[src/rtl/pipe_track_if.sv]
// rtl/pipe_track_if.sv - signal bundle between the pipeline driver and pipe_track
//
// Purpose: groups every non-clock/reset signal of pipe_track.
//   ID side in : id_valid, id_rd, id_regWrite, id_isLoad
//   control in : stall, flush, mem_stall, clr_cnt
//   stage out  : ex_rd/ex_regWrite/ex_isLoad, mem_rd/mem_regWrite/mem_isLoad,
//                wb_rd/wb_regWrite
//   counters   : retired_cnt, stall_cnt, flush_cnt, freeze_cnt
// Modports: master drives ID/control and observes outputs; slave is pipe_track.
interface pipe_track_if #(
    parameter int CNT_W   = 32,
    parameter int RADDR_W = 5
);
    logic               id_valid;
    logic [RADDR_W-1:0] id_rd;
    logic               id_regWrite;
    logic               id_isLoad;
    logic               stall;
    logic               flush;
    logic               mem_stall;
    logic               clr_cnt;

    logic [RADDR_W-1:0] ex_rd;
    logic               ex_regWrite;
    logic               ex_isLoad;
    logic [RADDR_W-1:0] mem_rd;
    logic               mem_regWrite;
    logic               mem_isLoad;
    logic [RADDR_W-1:0] wb_rd;
    logic               wb_regWrite;

    logic [CNT_W-1:0]   retired_cnt;
    logic [CNT_W-1:0]   stall_cnt;
    logic [CNT_W-1:0]   flush_cnt;
    logic [CNT_W-1:0]   freeze_cnt;

    modport master (
        output id_valid, id_rd, id_regWrite, id_isLoad,
        output stall, flush, mem_stall, clr_cnt,
        input  ex_rd, ex_regWrite, ex_isLoad,
        input  mem_rd, mem_regWrite, mem_isLoad,
        input  wb_rd, wb_regWrite,
        input  retired_cnt, stall_cnt, flush_cnt, freeze_cnt
    );

    modport slave (
        input  id_valid, id_rd, id_regWrite, id_isLoad,
        input  stall, flush, mem_stall, clr_cnt,
        output ex_rd, ex_regWrite, ex_isLoad,
        output mem_rd, mem_regWrite, mem_isLoad,
        output wb_rd, wb_regWrite,
        output retired_cnt, stall_cnt, flush_cnt, freeze_cnt
    );
endinterface

[src/rtl/pipe_track.sv]
// rtl/pipe_track.sv - EX/MEM/WB destination-register tracker with perf counters
//
// Purpose: carries {valid, rd, regWrite, isLoad} of each in-flight instruction
// through EX, MEM and WB for the ID-stage hazard unit. stall inserts a bubble
// into EX, mem_stall freezes every stage. Saturating counters track retired
// instructions, bubble cycles, flushes and freeze cycles.
// Ports:
//   clk   : rising-edge clock
//   rst_b : asynchronous active-low reset
//   bus   : pipe_track_if.slave (ID entry, controls, stage outputs, counters)
module pipe_track #(
    parameter int CNT_W   = 32,
    parameter int RADDR_W = 5
) (
    input  logic         clk,
    input  logic         rst_b,
    pipe_track_if.slave  bus
);

    logic               ex_valid_q,  ex_valid_d;
    logic [RADDR_W-1:0] ex_rd_q,     ex_rd_d;
    logic               ex_rw_q,     ex_rw_d;
    logic               ex_ld_q,     ex_ld_d;
    logic               mem_valid_q, mem_valid_d;
    logic [RADDR_W-1:0] mem_rd_q,    mem_rd_d;
    logic               mem_rw_q,    mem_rw_d;
    logic               mem_ld_q,    mem_ld_d;
    logic               wb_valid_q,  wb_valid_d;
    logic [RADDR_W-1:0] wb_rd_q,     wb_rd_d;
    logic               wb_rw_q,     wb_rw_d;

    logic [CNT_W-1:0]   retired_q, retired_d;
    logic [CNT_W-1:0]   stall_q,   stall_d;
    logic [CNT_W-1:0]   flush_q,   flush_d;
    logic [CNT_W-1:0]   freeze_q,  freeze_d;

    function automatic logic [CNT_W-1:0] sat_inc(input logic [CNT_W-1:0] v, input logic en);
        if (en && (v != {CNT_W{1'b1}})) return v + CNT_W'(1);
        return v;
    endfunction

    always_comb begin
        ex_valid_d  = ex_valid_q;
        ex_rd_d     = ex_rd_q;
        ex_rw_d     = ex_rw_q;
        ex_ld_d     = ex_ld_q;
        mem_valid_d = mem_valid_q;
        mem_rd_d    = mem_rd_q;
        mem_rw_d    = mem_rw_q;
        mem_ld_d    = mem_ld_q;
        wb_valid_d  = wb_valid_q;
        wb_rd_d     = wb_rd_q;
        wb_rw_d     = wb_rw_q;

        if (!bus.mem_stall) begin
            wb_valid_d  = mem_valid_q;
            wb_rd_d     = mem_rd_q;
            wb_rw_d     = mem_rw_q;
            mem_valid_d = ex_valid_q;
            mem_rd_d    = ex_rd_q;
            mem_rw_d    = ex_rw_q;
            mem_ld_d    = ex_ld_q;
            if (bus.stall) begin
                ex_valid_d = 1'b0;
                ex_rd_d    = '0;
                ex_rw_d    = 1'b0;
                ex_ld_d    = 1'b0;
            end else begin
                // Every field is gated by id_valid so garbage on an empty slot
                // never reaches the stage registers; $zero is never a writer.
                ex_valid_d = bus.id_valid;
                ex_rd_d    = bus.id_valid ? bus.id_rd : '0;
                ex_rw_d    = bus.id_valid & bus.id_regWrite & (bus.id_rd != '0);
                ex_ld_d    = bus.id_valid & bus.id_isLoad;
            end
        end
    end

    always_comb begin
        retired_d = '0;
        stall_d   = '0;
        flush_d   = '0;
        freeze_d  = '0;
        if (!bus.clr_cnt) begin
            retired_d = sat_inc(retired_q, wb_valid_q & ~bus.mem_stall);
            stall_d   = sat_inc(stall_q,   bus.stall  & ~bus.mem_stall);
            // A flush held through a freeze is seen only on the release edge.
            flush_d   = sat_inc(flush_q,   bus.flush  & ~bus.mem_stall);
            freeze_d  = sat_inc(freeze_q,  bus.mem_stall);
        end
    end

    always_ff @(posedge clk or negedge rst_b) begin
        if (!rst_b) begin
            ex_valid_q  <= 1'b0;
            ex_rd_q     <= '0;
            ex_rw_q     <= 1'b0;
            ex_ld_q     <= 1'b0;
            mem_valid_q <= 1'b0;
            mem_rd_q    <= '0;
            mem_rw_q    <= 1'b0;
            mem_ld_q    <= 1'b0;
            wb_valid_q  <= 1'b0;
            wb_rd_q     <= '0;
            wb_rw_q     <= 1'b0;
            retired_q   <= '0;
            stall_q     <= '0;
            flush_q     <= '0;
            freeze_q    <= '0;
        end else begin
            ex_valid_q  <= ex_valid_d;
            ex_rd_q     <= ex_rd_d;
            ex_rw_q     <= ex_rw_d;
            ex_ld_q     <= ex_ld_d;
            mem_valid_q <= mem_valid_d;
            mem_rd_q    <= mem_rd_d;
            mem_rw_q    <= mem_rw_d;
            mem_ld_q    <= mem_ld_d;
            wb_valid_q  <= wb_valid_d;
            wb_rd_q     <= wb_rd_d;
            wb_rw_q     <= wb_rw_d;
            retired_q   <= retired_d;
            stall_q     <= stall_d;
            flush_q     <= flush_d;
            freeze_q    <= freeze_d;
        end
    end

    assign bus.ex_rd        = ex_rd_q;
    assign bus.ex_regWrite  = ex_rw_q;
    assign bus.ex_isLoad    = ex_ld_q;
    assign bus.mem_rd       = mem_rd_q;
    assign bus.mem_regWrite = mem_rw_q;
    assign bus.mem_isLoad   = mem_ld_q;
    assign bus.wb_rd        = wb_rd_q;
    assign bus.wb_regWrite  = wb_rw_q;
    assign bus.retired_cnt  = retired_q;
    assign bus.stall_cnt    = stall_q;
    assign bus.flush_cnt    = flush_q;
    assign bus.freeze_cnt   = freeze_q;

endmodule

[src/flat_wrapper.sv]
// flat-port wrapper written by rule: the top's interface ports become plain ports
module pipe_track_flat 
#(
    parameter int CNT_W   = 32,
    parameter int RADDR_W = 5
)
  (clk, rst_b, bus_id_valid, bus_id_rd, bus_id_regWrite, bus_id_isLoad, bus_stall, bus_flush, bus_mem_stall, bus_clr_cnt, bus_ex_rd, bus_ex_regWrite, bus_ex_isLoad, bus_mem_rd, bus_mem_regWrite, bus_mem_isLoad, bus_wb_rd, bus_wb_regWrite, bus_retired_cnt, bus_stall_cnt, bus_flush_cnt, bus_freeze_cnt);
  pipe_track_if #(.CNT_W(CNT_W), .RADDR_W(RADDR_W)) bus_i ();
  input  logic clk;
  input  logic rst_b;
  input wire logic [$bits(bus_i.id_valid)-1:0] bus_id_valid;
  input wire logic [$bits(bus_i.id_rd)-1:0] bus_id_rd;
  input wire logic [$bits(bus_i.id_regWrite)-1:0] bus_id_regWrite;
  input wire logic [$bits(bus_i.id_isLoad)-1:0] bus_id_isLoad;
  input wire logic [$bits(bus_i.stall)-1:0] bus_stall;
  input wire logic [$bits(bus_i.flush)-1:0] bus_flush;
  input wire logic [$bits(bus_i.mem_stall)-1:0] bus_mem_stall;
  input wire logic [$bits(bus_i.clr_cnt)-1:0] bus_clr_cnt;
  output wire logic [$bits(bus_i.ex_rd)-1:0] bus_ex_rd;
  output wire logic [$bits(bus_i.ex_regWrite)-1:0] bus_ex_regWrite;
  output wire logic [$bits(bus_i.ex_isLoad)-1:0] bus_ex_isLoad;
  output wire logic [$bits(bus_i.mem_rd)-1:0] bus_mem_rd;
  output wire logic [$bits(bus_i.mem_regWrite)-1:0] bus_mem_regWrite;
  output wire logic [$bits(bus_i.mem_isLoad)-1:0] bus_mem_isLoad;
  output wire logic [$bits(bus_i.wb_rd)-1:0] bus_wb_rd;
  output wire logic [$bits(bus_i.wb_regWrite)-1:0] bus_wb_regWrite;
  output wire logic [$bits(bus_i.retired_cnt)-1:0] bus_retired_cnt;
  output wire logic [$bits(bus_i.stall_cnt)-1:0] bus_stall_cnt;
  output wire logic [$bits(bus_i.flush_cnt)-1:0] bus_flush_cnt;
  output wire logic [$bits(bus_i.freeze_cnt)-1:0] bus_freeze_cnt;
  assign bus_i.id_valid = bus_id_valid;
  assign bus_i.id_rd = bus_id_rd;
  assign bus_i.id_regWrite = bus_id_regWrite;
  assign bus_i.id_isLoad = bus_id_isLoad;
  assign bus_i.stall = bus_stall;
  assign bus_i.flush = bus_flush;
  assign bus_i.mem_stall = bus_mem_stall;
  assign bus_i.clr_cnt = bus_clr_cnt;
  assign bus_ex_rd = bus_i.ex_rd;
  assign bus_ex_regWrite = bus_i.ex_regWrite;
  assign bus_ex_isLoad = bus_i.ex_isLoad;
  assign bus_mem_rd = bus_i.mem_rd;
  assign bus_mem_regWrite = bus_i.mem_regWrite;
  assign bus_mem_isLoad = bus_i.mem_isLoad;
  assign bus_wb_rd = bus_i.wb_rd;
  assign bus_wb_regWrite = bus_i.wb_regWrite;
  assign bus_retired_cnt = bus_i.retired_cnt;
  assign bus_stall_cnt = bus_i.stall_cnt;
  assign bus_flush_cnt = bus_i.flush_cnt;
  assign bus_freeze_cnt = bus_i.freeze_cnt;
  pipe_track #(.CNT_W(CNT_W), .RADDR_W(RADDR_W)) u_core (.clk(clk), .rst_b(rst_b), .bus(bus_i));
endmodule
[config.mk]
export PLATFORM = sky130hd
export DESIGN_NAME = pipe_track_flat
export DESIGN_NICKNAME = d
export VERILOG_FILES = /design/src/rtl/pipe_track_if.sv /design/src/rtl/pipe_track.sv /design/src/flat_wrapper.sv
export SDC_FILE = /design/constraint.sdc
export NUM_CORES = 1
export LEC_CHECK = 0
export CORE_UTILIZATION = 47
export DETAILED_ROUTE_END_ITERATION = 16
export GPL_TIMING_DRIVEN = 0
export PLACE_DENSITY = 0.77
export SYNTH_ARGS = -nofsm -noshare
export SYNTH_HDL_FRONTEND = slang
export SYNTH_SLANG_ARGS = --single-unit
[constraint.sdc]
create_clock -name clk -period 2 [get_ports clk]
set_input_delay 0.4 -clock clk [delete_from_list [all_inputs] [get_ports clk]]
set_output_delay 0.4 -clock clk [all_outputs]
set_load 0.01 [all_outputs]
## Word-level counts from Yosys, hierarchy flattened

Cells that the tools add are included.

- Muxes and demuxes: 25
- Bitwise gates (word level): 7
- Equality and inequality tests: 4
- Reductions and logical operators: 9
- Add/sub/neg operators: 4

Operator list:

| operator | number |
|---|---|
| two-way mux 32 bit | 12 |
| adder 32 x 1 -> 32 bit (second input constant) | 4 |
| != test 32 bit (second input constant) | 4 |
| two-way mux 1 bit | 11 |
| two-way mux 5 bit | 2 |
| nonzero test 2 bit | 4 |
| bitwise AND 1 bit | 6 |
| nonzero test 5 bit | 1 |
| logical AND 1 bit | 4 |
| inverter 1 bit | 1 |

- Output and inout port bits: 148
- Flip-flop bits (word level): 151
- Word-level logic and storage cells: 64

## Depth between registers and ports, before layout

- Depth in word-level cells: 7
- Mapped depth: 8

## Worst setup path before layout

OpenSTA, ideal clock, no wires.

- Kind: input to register
- Start point: input port bus_mem_stall
- End point: register u_core.flush_q[21], in the netlist u_core.bus.flush_cnt[21]
- Path slack: -0.157 ns
- Stages on the path: 6
- Setup time: 0.125 ns
- Data arrival time: 2.032 ns
- Data required time: 1.875 ns
- Cells stage by stage: buf_2 -> nand2b_1 -> nor4_4 -> nand2_1 -> nor4b_1 -> mux2_2

- Longest elaborated chain between the ends: 6

RTL lines:

| item | RTL line | text |
|---|---|---|
| start: declaration | flat_wrapper.sv:17 | `input wire logic [$bits(bus_i.mem_stall)-1:0] bus_mem_stall;` |
| inverter 1 bit | pipe_track.sv:88 | `flush_d = sat_inc(flush_q, bus.flush & ~bus.mem_stall);` |
| bitwise AND 1 bit | pipe_track.sv:88 |  |
| logical AND 1 bit | pipe_track.sv:38 | `if (en && (v != {CNT_W{1'b1}})) return v + CNT_W'(1);` |
| two-way mux 1 bit | pipe_track.sv:38 |  |
| two-way mux 1 bit | pipe_track.sv:84 | `if (!bus.clr_cnt) begin` |
| nonzero test 2 bit (no source line) | -- |  |
| end signal: assignment | pipe_track.sv:124 | `flush_q <= flush_d;` |
| end: declaration | pipe_track.sv:34 | `logic [CNT_W-1:0] flush_q, flush_d;` |

Every way passes these cells. The select of a mux whose other input is x is not followed.
A chain may end at the register's enable or synchronous reset.

## Final worst setup path

- Start point: register u_core.stall_q[7], in the netlist u_core.bus.stall_cnt[7]
- End point: register u_core.stall_q[5], in the netlist u_core.bus.stall_cnt[5]

- Longest elaborated chain between the ends: 5

RTL lines:

| item | RTL line | text |
|---|---|---|
| start: declaration | pipe_track.sv:33 | `logic [CNT_W-1:0] stall_q, stall_d;` |
| start signal: assignment | pipe_track.sv:123 | `stall_q <= stall_d;` |
| != test 32 bit | pipe_track.sv:38 |  |
| logical AND 1 bit | pipe_track.sv:38 |  |
| two-way mux 1 bit | pipe_track.sv:38 |  |
| two-way mux 1 bit | pipe_track.sv:84 |  |
| nonzero test 2 bit (no source line) | -- |  |

Every way passes these cells. The select of a mux whose other input is x is not followed.

==> tab_implementation.tex <==
\begin{tabular}{lr}
\hline
Metric & Value \\
\hline
\multicolumn{2}{l}{\textbf{Final layout}} \\
Antenna fix cells & 0 \\
Fraction of layout instances using a drive strength above 1 & 29.02\% \\
Area Growth Syn to Fin & 51.87\% \\
Number of nets in the layout & 1180 \\
Most common cell after layout, fill and taps aside & sky130\_fd\_sc\_hd\_\_clkdlybuf4s50\_1 \\
Post-layout instance count excluding filler cells & 1395 \\
Filler instances & 1160 \\
Commonest non-fill, non-tap cells in the layout & 157 x sky130\_fd\_sc\_hd\_\_clkdlybuf4s50\_1, 108 x sky130\_fd\_sc\_hd\_\_buf\_4, 107 x sky130\_fd\_sc\_hd\_\_dfrtp\_1 \\
\multicolumn{2}{l}{\textbf{Hold path}} \\
Worst hold-check path type & input port to asynchronous set/reset pin \\
\multicolumn{2}{l}{\textbf{Synth}} \\
Most used flip-flop cell after synthesis & sky130\_fd\_sc\_hd\_\_dfrtp\_1 \\
Count of flip-flops with a built-in enable after synthesis & 0 \\
Register area share after synthesis & 46.57\% \\
Proportion of synthesized flip-flops having asynchronous set or reset & 100.0\% \\
Post-synth cell types & 55 \\
Number of flip-flops and latches in the synthesized netlist & 151 \\
Mapped Avg Cell Area & 9.316 um\^{}2 \\
Warnings, synthesis & 0 \\
Mapped cell area & 8114 um\^{}2 \\
Syn Nets & 889 \\
Synthesized instance count & 871 \\
\multicolumn{2}{l}{\textbf{Die}} \\
DIE WIDTH & 133.4 um \\
Cell row count & 47 \\
Die Span Y & 133.4 um \\
Overall die area & 17790 um\^{}2 \\
Area of the core & 16700 um\^{}2 \\
Effective utilization at floorplan & 48.58\% \\
I/O pins & 162 \\
\multicolumn{2}{l}{\textbf{Global route}} \\
Initial antenna violation count & 0 \\
Pin count of the biggest net entering global routing & 78 \\
Wire length of the first global-routing pass & 40740 um \\
Global-route total usage across every layer & 28.78\% \\
Number of global-route vias before repair & 7975 \\
GRT overflow & 0 \\
\multicolumn{2}{l}{\textbf{Clock network}} \\
Number of buffers between clock root and the deepest sink & 2 \\
Inserted Clock Buffers & 17 \\
Clock transition at path regs & 0.06 ns \\
Buffer type at the clock tree root & sky130\_fd\_sc\_hd\_\_clkbuf\_16 \\
Insertion delay to the later sink of the worst-skew pair & 0.43 ns \\
CTS sink cnt & 151 \\
TritonCTS clock tree & done \\
H-tree level count & 4 \\
\multicolumn{2}{l}{\textbf{Flow run}} \\
Max Cap Viol & 0 \\
\multicolumn{2}{l}{\textbf{Pwr}} \\
Leakage power of the design & 4.808 nW \\
Proportion of total power due to net switching & 22.56\% \\
Total internal power & 5.491 mW \\
Post-layout total power & 7.091 mW \\
IR drop worst, VDD & 0.0006056 V \\
Pwr Density & 575.4 nW/um\^{}2 \\
Psw & 1.600 mW \\
Clock group share of total power & 48.9\% \\
Sequential share of power & 44.4\% \\
Comb power frac & 6.7\% \\
\multicolumn{2}{l}{\textbf{STA}} \\
Worst max-slew margin expressed relative to the limit & 50.55\% \\
Hold slack & -0.006536 ns \\
Peak Freq & 0.4587 GHz \\
Transition time at the pin with the least slew margin & 0.7418 ns \\
Post-route clock period utilization & 109.0\% \\
Final count of hold timing violations & 2 \\
Final Max Slew Viols & 0 \\
Worst path setup slack after routing & -0.1799 ns \\
Worst setup skew after layout & 0.006857 ns \\
Post-Route Setup TNS & -1.984 ns \\
Shortest period the worst path allows & 2.180 ns \\
Setup repair after global routing missed its margin & true \\
Number of setup violations in the final report & 22 \\
\multicolumn{2}{l}{\textbf{Outcome}} \\
Failing checks & hold timing, setup timing \\
Outcome & finished, violations left \\
\multicolumn{2}{l}{\textbf{Detailed routing}} \\
Total Wirelength & 27150 um \\
Violation count after the first detailed-route iteration & 694 \\
Number of detailed-route iterations in the first pass & 5 \\
DRC violation count after routing & 0 \\
Post-detailed-route count of antenna-violating nets & 0 \\
Vias & 8542 \\
Wirelength per Cell & 19.46 um \\
Average via count per standard cell & 6.123 \\
\multicolumn{2}{l}{\textbf{Worst setup path}} \\
Crit-path max FO & 5 \\
Critical Path AT & 2.50 ns \\
Startpoint types & register \\
Data required, critical path & 2.32 ns \\
Sort of element at the end of the critical path & register \\
Launch point of the critical path & u\_core.bus.stall\_cnt[7]\$\_DFFE\_PN0P\_ \\
Startpoint of the most critical register-to-register path & u\_core.bus.stall\_cnt[7]\$\_DFFE\_PN0P\_ \\
Type of the worst setup path & register to register \\
\multicolumn{2}{l}{\textbf{Placed design}} \\
Input/output buffers & 161 \\
Placer's final routability congestion estimate & 0.8497 \\
Instance count after placement with tap cells included & 1253 \\
HPWL after detailed placement & 15750 um \\
Worst setup slack after placement & -0.8617 ns \\
\hline
\end{tabular}
-- timing repair --
item	in CTS	in global routing
pin swaps	25	67
hold buffers	0	0
endpoints found under the setup margin	133	122
cloned	1	3
gates resized for setup	64	138
setup buffers	69	41
-- sequential cells by signal (all words and copies together), names as in the netlist, 5 cells and up --
name	count
u_core.bus.freeze_cnt	32
u_core.bus.retired_cnt	32
u_core.bus.stall_cnt	32
u_core.bus.wb_rd	5
u_core.bus.ex_rd	5
u_core.bus.flush_cnt	32
u_core.bus.mem_rd	5
-- worst paths after layout --
check / to / slack [ns] / depth (start not counted)
worst min register to register: u_core.bus.wb_rd[4]$_DFFE_PN0N_ / 0.51 / 1
min in group clk: u_core.bus.wb_rd[4]$_DFFE_PN0N_ / 0.51 / 1
worst min-delay path: u_core.bus.freeze_cnt[9]$_DFFE_PN0P_ / -0.007 / 1
max in group asynchronous: u_core.bus.stall_cnt[2]$_DFFE_PN0P_ / 1.15 / 2
worst max-delay path: u_core.bus.stall_cnt[5]$_DFFE_PN0P_ / -0.18 / 8
worst max register to register: u_core.bus.stall_cnt[5]$_DFFE_PN0P_ / -0.18 / 8
-- cells in the mapped netlist, drive strengths merged (12+ instances only) --
master / count / area [um^2]
nor3: 12 / 60.06
nor4: 18 / 170.2
dfrtp: 151 / 3779
mux2: 21 / 236.5
o21ai: 58 / 290.3
nand2: 66 / 247.7
nand4: 41 / 284.0
xnor2: 25 / 219.0
o31ai: 26 / 200.2
or4: 26 / 195.2
nand3: 49 / 245.2
clkbuf: 34 / 128.9
a21oi: 79 / 395.4
a211oi: 16 / 120.1
and4: 14 / 122.6
inv: 20 / 75.07
or3: 54 / 337.8
nor2: 66 / 247.7
-- worst max-delay path: stages (launching register included) --
cell and delay, ns:
sky130_fd_sc_hd__dfrtp_1 0.42, sky130_fd_sc_hd__nand4_1 0.17, sky130_fd_sc_hd__buf_4 0.19, sky130_fd_sc_hd__or2_4 0.25, sky130_fd_sc_hd__nor4_4 0.38, sky130_fd_sc_hd__buf_4 0.22
sky130_fd_sc_hd__clkbuf_16 0.15, sky130_fd_sc_hd__o31ai_1 0.06, sky130_fd_sc_hd__a21oi_1 0.22
-- logic make-up after synthesis --
family | share of synthesized area [%]
AO/OA/AOI/OAI | 14.56
XOR/XNOR | 3.778
adder cells (fa/ha/maj) | 0.6168
buffers and inverters | 3.007
flip-flops | 46.57
multiplexers | 3.408
AND/OR/NAND/NOR | 28.06
-- layer usage --
metal / vias up / global-route usage, % / wire [um]
met5: - / 0 / 0
li1: 3856 / - / -
met4: 0 / 11.87 / 798
met3: 85 / 6.050 / 1867
met2: 421 / 44.91 / 13020
met1: 4180 / 38.99 / 11460
-- power groups by stage --
stage | logic (mW) | registers (mW) | clock network (mW)
after floorplan | 0.145 | 3.21 | 0
after global placement | 0.396 | 3.20 | 0
after detailed placement | 0.407 | 3.20 | 0
after CTS | 0.446 | 3.14 | 3.49
after global routing | 0.519 | 3.15 | 3.63
final | 0.478 | 3.15 | 3.46
-- through the flow --
step / utilization, % / area [um^2]
2_1_floorplan: - / 8212
3_3_place_gp: 60.47 / 10100
3_5_place_dp: 60.64 / 10130
4_1_cts: 68.97 / 11520
5_1_grt: 73.79 / 12320
6_report: 73.79 / 12320
-- final cells by class --
cell class                 instances  area [um^2]  area share (%)
clock inverter                     9        147.6           1.198
inverter                          20        75.07          0.6092
clock buffer                      23        478.0           3.879
sequential                       151         3834           31.11
buffer                            37        234.0           1.899
multi-input combinational        660         4721           38.31
timing repair buffer             275         2559           20.76
tap                              220        275.3           2.234
(Power assumes the default switching activity.)
